`src/rtl/comparator_serial_unsigned.sv`:
```
`timescale 1ns/1ps
// comparator_serial_unsigned
// Multi-cycle magnitude comparator. It applies the 1-bit greater/equal/lesser
// recurrence to a WIDTH-bit operand pair, BITS_PER_CYCLE bits per clock,
// starting with the least significant chunk. The running flags are registered
// between cycles. With signed_i set, the result follows two's-complement order.
//
// Ports:
//   clk_i        clock; all state changes on the rising edge
//   rst_n_i      asynchronous active-low reset
//   clear_i      synchronous abort back to IDLE; overrides every other transition
//   in_valid_i   operand pair offered
//   in_ready_o   block accepts operands (IDLE only)
//   a_i, b_i     operands, captured on the accept edge
//   signed_i     1 = two's-complement compare, captured on the accept edge
//   out_valid_o  result available (DONE)
//   out_ready_i  consumer takes the result
//   greater_o    A > B   (0 unless out_valid_o)
//   equal_o      A == B  (0 unless out_valid_o)
//   lesser_o     A < B   (0 unless out_valid_o)
//   busy_o       RUN or DONE
module comparator_serial_unsigned #(
  parameter int WIDTH          = 32,
  parameter int BITS_PER_CYCLE = 1
) (
  input  logic             clk_i,
  input  logic             rst_n_i,
  input  logic             clear_i,
  input  logic             in_valid_i,
  output logic             in_ready_o,
  input  logic [WIDTH-1:0] a_i,
  input  logic [WIDTH-1:0] b_i,
  input  logic             signed_i,
  output logic             out_valid_o,
  input  logic             out_ready_i,
  output logic             greater_o,
  output logic             equal_o,
  output logic             lesser_o,
  output logic             busy_o
);

  localparam int N     = WIDTH / BITS_PER_CYCLE;
  localparam int CNT_W = (N > 1) ? $clog2(N) : 1;
  localparam logic [CNT_W-1:0] LAST_CHUNK = CNT_W'(N - 1);
  localparam logic [BITS_PER_CYCLE-1:0] MSB_MASK =
    BITS_PER_CYCLE'(1) << (BITS_PER_CYCLE - 1);

  generate
    if (WIDTH < 2 || BITS_PER_CYCLE < 1 || (WIDTH % BITS_PER_CYCLE) != 0) begin : g_param_check
      $error("comparator_serial_unsigned: WIDTH must be >= 2 and divisible by BITS_PER_CYCLE");
    end
  endgenerate

  typedef enum logic [1:0] {
    ST_IDLE = 2'd0,
    ST_RUN  = 2'd1,
    ST_DONE = 2'd2
  } state_t;

  state_t           state_reg, state_next;
  logic [WIDTH-1:0] a_reg, a_next;
  logic [WIDTH-1:0] b_reg, b_next;
  logic             signed_reg, signed_next;
  logic             gt_reg, gt_next;
  logic             eq_reg, eq_next;
  logic             lt_reg, lt_next;
  logic [CNT_W-1:0] cnt_reg, cnt_next;

  // The operand registers shift right by one chunk per RUN cycle, so the
  // chunk being resolved always sits in the low BITS_PER_CYCLE bits.
  logic                      last_chunk;
  logic                      flip_sign;
  logic [BITS_PER_CYCLE-1:0] a_chunk;
  logic [BITS_PER_CYCLE-1:0] b_chunk;

  assign last_chunk = (cnt_reg == LAST_CHUNK);
  // Inverting both sign bits maps two's-complement order onto unsigned order.
  assign flip_sign  = signed_reg & last_chunk;
  assign a_chunk    = a_reg[BITS_PER_CYCLE-1:0] ^ (flip_sign ? MSB_MASK : '0);
  assign b_chunk    = b_reg[BITS_PER_CYCLE-1:0] ^ (flip_sign ? MSB_MASK : '0);

  // Chain of 1-bit cells. Index 0 carries the registered flags in; each cell
  // lets a differing bit override whatever the lower bits decided.
  logic [BITS_PER_CYCLE:0] gt_c;
  logic [BITS_PER_CYCLE:0] eq_c;
  logic [BITS_PER_CYCLE:0] lt_c;

  assign gt_c[0] = gt_reg;
  assign eq_c[0] = eq_reg;
  assign lt_c[0] = lt_reg;

  generate
    for (genvar gi = 0; gi < BITS_PER_CYCLE; gi++) begin : g_cell
      logic bit_same;
      assign bit_same    = ~(a_chunk[gi] ^ b_chunk[gi]);
      assign gt_c[gi+1]  = (a_chunk[gi] & ~b_chunk[gi]) | (bit_same & gt_c[gi]);
      assign lt_c[gi+1]  = (~a_chunk[gi] & b_chunk[gi]) | (bit_same & lt_c[gi]);
      assign eq_c[gi+1]  = bit_same & eq_c[gi];
    end
  endgenerate

  always_comb begin
    state_next  = state_reg;
    a_next      = a_reg;
    b_next      = b_reg;
    signed_next = signed_reg;
    gt_next     = gt_reg;
    eq_next     = eq_reg;
    lt_next     = lt_reg;
    cnt_next    = cnt_reg;

    unique case (state_reg)
      ST_IDLE: begin
        if (in_valid_i) begin
          a_next      = a_i;
          b_next      = b_i;
          signed_next = signed_i;
          gt_next     = 1'b0;
          eq_next     = 1'b1;
          lt_next     = 1'b0;
          cnt_next    = '0;
          state_next  = ST_RUN;
        end
      end
      ST_RUN: begin
        gt_next  = gt_c[BITS_PER_CYCLE];
        eq_next  = eq_c[BITS_PER_CYCLE];
        lt_next  = lt_c[BITS_PER_CYCLE];
        a_next   = a_reg >> BITS_PER_CYCLE;
        b_next   = b_reg >> BITS_PER_CYCLE;
        cnt_next = cnt_reg + CNT_W'(1);
        if (last_chunk) begin
          state_next = ST_DONE;
        end
      end
      ST_DONE: begin
        if (out_ready_i) begin
          state_next = ST_IDLE;
        end
      end
      default: begin
        state_next = ST_IDLE;
      end
    endcase

    // Abort wins over accept, progress and handshake alike.
    if (clear_i) begin
      state_next = ST_IDLE;
      gt_next    = 1'b0;
      eq_next    = 1'b1;
      lt_next    = 1'b0;
      cnt_next   = '0;
    end
  end

  always_ff @(posedge clk_i or negedge rst_n_i) begin
    if (!rst_n_i) begin
      state_reg  <= ST_IDLE;
      a_reg      <= '0;
      b_reg      <= '0;
      signed_reg <= 1'b0;
      gt_reg     <= 1'b0;
      eq_reg     <= 1'b1;
      lt_reg     <= 1'b0;
      cnt_reg    <= '0;
    end else begin
      state_reg  <= state_next;
      a_reg      <= a_next;
      b_reg      <= b_next;
      signed_reg <= signed_next;
      gt_reg     <= gt_next;
      eq_reg     <= eq_next;
      lt_reg     <= lt_next;
      cnt_reg    <= cnt_next;
    end
  end

  // Handshake and result outputs depend on registered state only.
  assign in_ready_o  = (state_reg == ST_IDLE);
  assign out_valid_o = (state_reg == ST_DONE);
  assign busy_o      = (state_reg != ST_IDLE);
  assign greater_o   = out_valid_o & gt_reg;
  assign equal_o     = out_valid_o & eq_reg;
  assign lesser_o    = out_valid_o & lt_reg;

endmodule

```
`config.mk`:
```
export PLATFORM = sky130hd
export DESIGN_NAME = comparator_serial_unsigned
export DESIGN_NICKNAME = d
export VERILOG_FILES = /design/src/rtl/comparator_serial_unsigned.sv
export SDC_FILE = /design/constraint.sdc
export NUM_CORES = 1
export LEC_CHECK = 0
export CORE_MARGIN = 3
export CORE_UTILIZATION = 51
export DETAILED_ROUTE_END_ITERATION = 7
export PLACE_DENSITY = 0.79
export SLEW_MARGIN = 20
export SYNTH_ARGS = -nofsm -noshare
export SYNTH_HDL_FRONTEND = slang
export SYNTH_SLANG_ARGS = --single-unit
```
`constraint.sdc`:
```
create_clock -name clk_i -period 1.9 [get_ports clk_i]
set_input_delay 0.38 -clock clk_i [delete_from_list [all_inputs] [get_ports clk_i]]
set_output_delay 0.38 -clock clk_i [all_outputs]
set_load 0.01 [all_outputs]
```
After elaboration in Yosys (flattened, before gate mapping)
Cells that the tools add are included.
Widths: inputs -> output; s select.
{"block": "op_classes", "addsub": 1, "eq_ne": 7, "mux": 21, "bitwise_logic": 17, "n_reduce_logical": 8}
{"operator": "$pmux 32 s2", "count": 2}
{"operator": "$mux 32", "count": 2}
{"operator": "$mux 5", "count": 2}
{"operator": "$pmux 5 s2", "count": 1}
{"operator": "$and 1x1->1", "count": 9}
{"operator": "$mux 2", "count": 4}
{"operator": "$mux 1", "count": 6}
{"operator": "$ne 3x3->1 const B", "count": 2}
{"operator": "$pmux 1 s2", "count": 3}
{"operator": "$pmux 2 s3", "count": 1}
{"operator": "$reduce_and 2->1", "count": 3}
{"operator": "$add 5x1->5 const B", "count": 1}
{"operator": "$eq 5x5->1 const B", "count": 1}
{"operator": "$reduce_bool 2->1", "count": 2}
{"operator": "$ne 3x2->1 const B", "count": 1}
{"operator": "$not 1->1", "count": 3}
{"operator": "$reduce_and 3->1", "count": 1}
{"operator": "$reduce_bool 3->1", "count": 1}
{"operator": "$xor 1x1->1", "count": 3}
{"operator": "$eq 2x1->1 const B", "count": 1}
{"operator": "$eq 2x2->1 const B", "count": 1}
{"operator": "$logic_not 2->1", "count": 1}
{"operator": "$ne 2x2->1 const B", "count": 1}
{"operator": "$or 1x1->1", "count": 2}
{"block": "totals", "reg_bits": 75, "output_inout_bits": 6}

Longest topological paths before layout
Gate-level depths: netlist of the first run.
{"block": "depth", "ltp_word": 10, "depth_mapped": 7, "ltp_nobuf": 7}

Worst setup path before layout of the first run
Ideal clock, no wire load.
{"block": "synth_path", "kind": "register -> register", "startpoint": "reg cnt_reg[0]", "endpoint": "reg gt_reg", "setup_time_ps": 86, "arrival_ps": 1591, "required_ps": 1814, "path_slack_ps": 223, "stages_incl_launch_ff": 8, "n_path_buf": 0, "synth_period_minus_slack_ps": 1677, "path_cell_list": "dfrtp_1 ha_1 and3_1 ha_1 nand2_1 mux2_2 a2bb2oi_1 nor3_1"}
{"block": "synth_via", "elab_chain_len": 10}
{"element": "start: declaration", "line": "67", "rtl": "logic [CNT_W-1:0] cnt_reg, cnt_next;"}
{"element": "start signal: assignment", "line": "174", "rtl": "cnt_reg <= cnt_next;"}
{"element": "$eq 5x5->1 *", "line": "76", "rtl": "assign last_chunk = (cnt_reg == LAST_CHUNK);"}
{"element": "$and 1x1->1 *", "line": "78", "rtl": "assign flip_sign = signed_reg & last_chunk;"}
{"element": "$mux 1 *", "line": "79, 80"}
{"element": "$xor 1x1->1 (on tied branches)", "line": "79, 80"}
{"element": "$xor 1x1->1", "line": "95", "rtl": "assign bit_same = ~(a_chunk[gi] ^ b_chunk[gi]);"}
{"element": "$not 1->1", "line": "95"}
{"element": "$and 1x1->1", "line": "96", "rtl": "assign gt_c[gi+1] = (a_chunk[gi] & ~b_chunk[gi]) | (bit_same & gt_c[gi]);"}
{"element": "$or 1x1->1 *", "line": "96"}
{"element": "$pmux 1 s2 *", "line": "112", "rtl": "unique case (state_reg)"}
{"element": "$mux 1 *", "line": "147", "rtl": "if (clear_i) begin"}
{"element": "end signal: assignment", "line": "171", "rtl": "gt_reg <= gt_next;"}
{"element": "end: declaration", "line": "64", "rtl": "logic gt_reg, gt_next;"}
Every way passes the cells marked *; elsewhere a longest branch is shown, timed or not.
A chain may end at the register's enable or synchronous reset.

Worst setup path after layout of the first run
{"block": "layout_path", "startpoint": "reg state_reg[1]", "endpoint": "out greater_o"}
{"block": "layout_via", "elab_chain_len": 2}
{"element": "start: declaration", "line": "60", "rtl": "state_t state_reg, state_next;"}
{"element": "start signal: assignment", "line": "167", "rtl": "state_reg <= state_next;"}
{"element": "$eq 2x2->1", "line": "180", "rtl": "assign out_valid_o = (state_reg == ST_DONE);"}
{"element": "$and 1x1->1", "line": "182", "rtl": "assign greater_o = out_valid_o & gt_reg;"}
{"element": "end: declaration", "line": "36", "rtl": "output logic greater_o,"}
Every way passes these cells.

==> results.toml, run 1 <==
[outcome]
outcome = "finished, final reports clean"

[synth]
synthesis.area_um2 = 3585
synthesis.nets = 402
ys_seq_elements = 75
synth_xor_area_frac = 0.004887
synth_fa_ha_area_frac = 0.006981
yosys.area.top_type = "dfrtp_1"
synth_cell_type_count = 34
synth_top_area_share = 0.5166
netlist_instances = 330
syn_area_per_cell_um2 = 10.86
synthMuxAreaShare = 0.1857
ys_warn_count = 0
synthTopCellsByArea = "dfrtp_1 52%, mux2i_1 17%, o21ai_1 8.7%, nand2_1 7.0%, buf_12 3.9%"
synth_compound_area_frac = 0.1155
yosysSeqAreaShare = 0.5239
synth-simple-area-share = 0.1005
synth_top_family_by_area = "multiplexers"

[timing]
relSlewSlack = 0.6568
timing.fmax_mhz = 545.3
holdWs_ps = 477.7
finalSetupViolations = 0
finalCritPeriodShare = 0.9652
slew_violations = 0
setup_tns_ps = 0
hold_viol = 0
rsz0062_at_grt = "false"
tightest_slew_ps = 514.7
period_minus_slack_ps = 1834
skew_ps = 10.12

[cts]
clk_pin_slew_ps = 90
cts-htree-levels = 3
clock_latency_ps = 350
clockRootBuffer = "clkbuf_8"
cts_buffers = 9
clockBufferDepth = 2
clock_sinks = 75
cts_tree = "built"

[finish]
fin_util = 0.6996
nNetsFinal = 478
final_cell_mix = "73 x dfrtp_1, 68 x clkdlybuf4s50_1, 66 x nand2_1"
area_growth_pct = 28.17
fillCellCount = 504
n_antenna_cell = 0
drive_gt1_frac = 0.1022
final_common_cell = "dfrtp_1"
postLayoutCellArea_um2 = 4594

[run]
drv_cap = 0

[power_and_ir_drop]
power.switching_w = 0.001142
p_per_area_nw_per_um2 = 877.3
p_comb_frac = 0.183
p_sw_frac = 0.2833
p_seq_frac = 0.498
ir_drop_mv = 0.5794
power.leakage_nw = 2.020
p_int_w = 0.002889
clockPowerShare = 0.319

[routing]
drcViolationCount = 0
wl_per_cell_um = 14.40
dr.pass1.iters = 4
postRouteAntennaNets = 0
wl_um = 7259
vias = 2602
vias_per_cell = 5.163
drtIter0Drc = 95

[grt]
grt_pass1_wl_um = 12700
grt_pass1_vias = 2650
grt_max_degree = 67
antenna_found_initial = 0
grt_use_total = 0.1947
overflow = 0

[die]
num_io_pins = 76
core_um2 = 6568
row_count = 29
die_area_um2 = 8070
initial_utilization = 0.5458
die_h_um = 89.84
die_w_um = 89.84

[critical_path]
path_class = "flop to output port"
cp_max_fo = 5
start_kind = "flop"
cp-end-kind = "output port"
crit_arrival_ps = 1450
crit_required_ps = 1520

[place]
portBuffers = 75
place_congestion = 0.8198
dp_hpwl_um = 4846
place_area_um2 = 4343

[hold_path]
hp-class = "input pin to asynchronous set/reset pin"
[worst max-delay path: stages, from the launching register on]
cell,delay [ps]
dfrtp_2,440
and2b_2,230
and2_1,160
dlygate4sd2_1,280
[stage by stage]
stage,power (W),cells,worst slack (ps)
floorplan,0.002496,330,222.6
global placement,0.002736,482,150.4
detailed placement,0.002774,482,89.43
CTS,0.004066,501,21.05
global route,0.004266,504,7.125
finish,0.004031,504,66.13
[Yosys cell counts, drive strengths merged]
library cell	number
and2	5
or2b	1
and2b	1
mux2i	62
dfrtp	74
mux2	4
a211o	1
nand2	67
a22oi	1
nand2b	2
or2	1
dfstp	1
and3	1
nor3	3
a2bb2oi	2
a2bb2o	1
o21ai	64
buf	10
a22o	3
o2111ai	1
nor2b	1
inv	2
xor2	2
nor2	3
ha	2
o21ba	1
clkbuf	13
a21oi	1
[per-layer routing]
layer,wire (µm),global-route usage,vias up
met2,3398,0.3020,69
met1,3336,0.2580,1224
met4,141,0.07407,0
met3,383,0.06010,16
li1,-,-,1293
met5,0,0,-
[final timing paths]
kind | endpoint | slack (ps) | cells past startpoint | startpoint
setup / recovery | greater_o | 70 | 3 | state_reg[1]$_DFFE_PN0P_
setup reg to reg | lt_reg$_DFFE_PN0P_ | 100 | 7 | cnt_reg[0]$_DFFE_PN0P_
hold / removal | b_reg[23]$_DFFE_PN0P_ | 480 | 2 | rst_n_i
min in group clk_i | a_reg[24]$_DFFE_PN0P_ | 480 | 2 | a_reg[25]$_DFFE_PN0P_
hold reg to reg | a_reg[24]$_DFFE_PN0P_ | 480 | 2 | a_reg[25]$_DFFE_PN0P_
max in group asynchronous | a_reg[20]$_DFFE_PN0P_ | 840 | 3 | rst_n_i
[power by group through the flow]
stage / sequential (W) / clock (W) / combinational [W]
final: 0.00201 / 0.00128 / 0.000739
after global routing: 0.00205 / 0.00138 / 0.000835
after CTS: 0.00201 / 0.00131 / 0.000745
after detailed placement: 0.00204 / 0 / 0.000739
after global placement: 0.00202 / 0 / 0.000712
after floorplan: 0.00199 / 0 / 0.000503
[cell families after synthesis]
group / Yosys count
compound gates: 75
xor+xnor: 2
fa+ha+maj: 2
buf+inv: 25
flops: 75
mux: 66
simple gates: 85
[final cells by class]
cell class | instances | area (µm²) | area share
flip-flops and latches | 75 | 1879 | 0.4090
multi-input cells | 230 | 1494 | 0.3252
repair buffers | 88 | 890.9 | 0.1939
well taps | 93 | 116.4 | 0.02533
clock buffers | 9 | 123.9 | 0.02696
inverters | 2 | 7.507 | 0.001634
clock inverters | 7 | 82.58 | 0.01797
[timing repair]
| action | CTS | global route |
|---|---|---|
| buffers inserted | 2 | 3 |
| hold endpoints to repair | 25 | 0 |
| setup endpoints to repair | 6 | 4 |
| gates resized for setup | 8 | 1 |
| hold buffers | 1 | 0 |
(Power assumes the default switching activity.)
==> inputs of run 2 (changes only) <==
--- a/config.mk
+++ b/config.mk
@@ -5,10 +5,12 @@
 export SDC_FILE = /design/constraint.sdc
 export NUM_CORES = 1
 export LEC_CHECK = 0
+export CAP_MARGIN = 20
 export CORE_MARGIN = 3
 export CORE_UTILIZATION = 51
 export DETAILED_ROUTE_END_ITERATION = 7
 export PLACE_DENSITY = 0.79
+export RECOVER_POWER = 25
 export SLEW_MARGIN = 20
 export SYNTH_ARGS = -nofsm -noshare
 export SYNTH_HDL_FRONTEND = slang
==> results.toml, run 2 (synthesis results as in run 1) <==
[routing]
drcViolationCount = 0
postRouteAntennaNets = 0
vias = 2594
wl_per_cell_um = 14.38
wl_um = 7247
drtIter0Drc = 92
dr.pass1.iters = 4
vias_per_cell = 5.147

[cts]
cts_buffers = 9
clk_pin_slew_ps = 90
clock_latency_ps = 350
cts_tree = "built"
clockRootBuffer = "clkbuf_8"
cts-htree-levels = 3
clock_sinks = 75
clockBufferDepth = 2

[grt]
grt_max_degree = 67
overflow = 0
antenna_found_initial = 0
grt_use_total = 0.1947
grt_pass1_vias = 2650
grt_pass1_wl_um = 12700

[timing]
setup_tns_ps = 0
rsz0062_at_grt = "false"
slew_violations = 0
holdWs_ps = 484.4
finalCritPeriodShare = 0.9656
hold_viol = 0
relSlewSlack = 0.5516
timing.fmax_mhz = 545.1
finalSetupViolations = 0
period_minus_slack_ps = 1835
tightest_slew_ps = 672.7
skew_ps = 9.954

[power_and_ir_drop]
power.leakage_nw = 2.015
ir_drop_mv = 0.5788
p_per_area_nw_per_um2 = 879.4

[finish]
final_common_cell = "dfrtp_1"
nNetsFinal = 478
stdcell_count = 504
area_growth_pct = 27.75
postLayoutCellArea_um2 = 4579
final_cell_mix = "73 x dfrtp_1, 68 x clkdlybuf4s50_1, 66 x nand2_1"
drive_gt1_frac = 0.1022
n_antenna_cell = 0

[critical_path]
r2r_slack_ps = 100
critPathCapture = "greater_o"
cp-end-kind = "output port"
path_class = "flop to output port"
start_kind = "flop"
crit_arrival_ps = 1450
crit_required_ps = 1520
r2r-end = "lt_reg$_DFFE_PN0P_"
startpoint = "state_reg[1]$_DFFE_PN0P_"
cp_max_fo = 5
reg2reg_from = "cnt_reg[0]$_DFFE_PN0P_"
ff2ff_path_depth = 7

[place]
place_area_um2 = 4343
dp_hpwl_um = 4846
portBuffers = 75
dp_cells = 482
place_congestion = 0.8198

[outcome]
outcome = "finished, final reports clean"

[run]
drv_cap = 0

[hold_path]
hp-class = "flop to flop"

[die]
die_area_um2 = 8070
core_um2 = 6568
die_h_um = 89.84
row_count = 29
die_w_um = 89.84
initial_utilization = 0.5458
num_io_pins = 76
==> run 2: critical path: stages (launching register included) <==
cell	delay [ps]
dfrtp_2	440
and2b_2	230
and2_1	160
dlygate4sd2_1	280
==> run 2: final cells by class <==
type | instances | area (µm²)
clock buffers | 9 | 123.9
clock inverters | 7 | 82.58
fillers | 507 | 1988
inverters | 2 | 7.507
multi-input cells | 230 | 1494
flip-flops and latches | 75 | 1879
well taps | 93 | 116.4
repair buffers | 88 | 875.8
==> run 2: worst min path at each step <==
stage                                     start               endpoint  slack, ps  cells after the start
after floorplan                         rst_n_i   a_reg[0]$_DFFE_PN0P_         80                      0
after global placement                  rst_n_i  b_reg[23]$_DFFE_PN0P_        310                      1
after detailed placement                rst_n_i  b_reg[24]$_DFFE_PN0P_        330                      1
after CTS                               rst_n_i  b_reg[24]$_DFFE_PN0P_        480                      2
after global routing      b_reg[26]$_DFFE_PN0P_  b_reg[25]$_DFFE_PN0P_        520                      2
final                     a_reg[25]$_DFFE_PN0P_  a_reg[24]$_DFFE_PN0P_        480                      2
==> run 2: routing by layer <==
metal / track usage / part of all wire / vias to the layer above
met2: 0.3020 / 0.47 / 65
met3: 0.06010 / 0.051 / 16
met5: 0 / 0 / -
met1: 0.2580 / 0.46 / 1219
met4: 0.07407 / 0.019 / 0
li1: - / - / 1294
==> run 2: per-stage QoR <==
| stage | util | setup slack, ps | power (W) |
|---|---|---|---|
| 2_1_floorplan | - | 222.6 | 0.002496 |
| 6_report | 0.6973 | 65.32 | 0.004027 |
| 3_3_place_gp | 0.6613 | 150.4 | 0.002736 |
| 5_1_grt | 0.6973 | 7.125 | 0.004261 |
| 4_1_cts | 0.6958 | 21.05 | 0.004066 |
| 3_5_place_dp | 0.6613 | 89.43 | 0.002774 |
==> run 2: power breakdown <==
group | leakage (nW) | total (W) | switching (W) | internal, W
logic | 0.986 | 0.000734 | 0.000337 | 0.000397
registers | 0.930 | 0.00201 | 0.000147 | 0.00186
clock network | 0.0984 | 0.00128 | 0.000658 | 0.000627
==> run 2: repair_timing <==
item / in CTS / in global routing
endpoints found under the hold margin: 25 / 0
resized for setup: 8 / 1
buffers inserted: 2 / 3
hold buffers: 1 / 0
setup endpoints to repair: 6 / 4
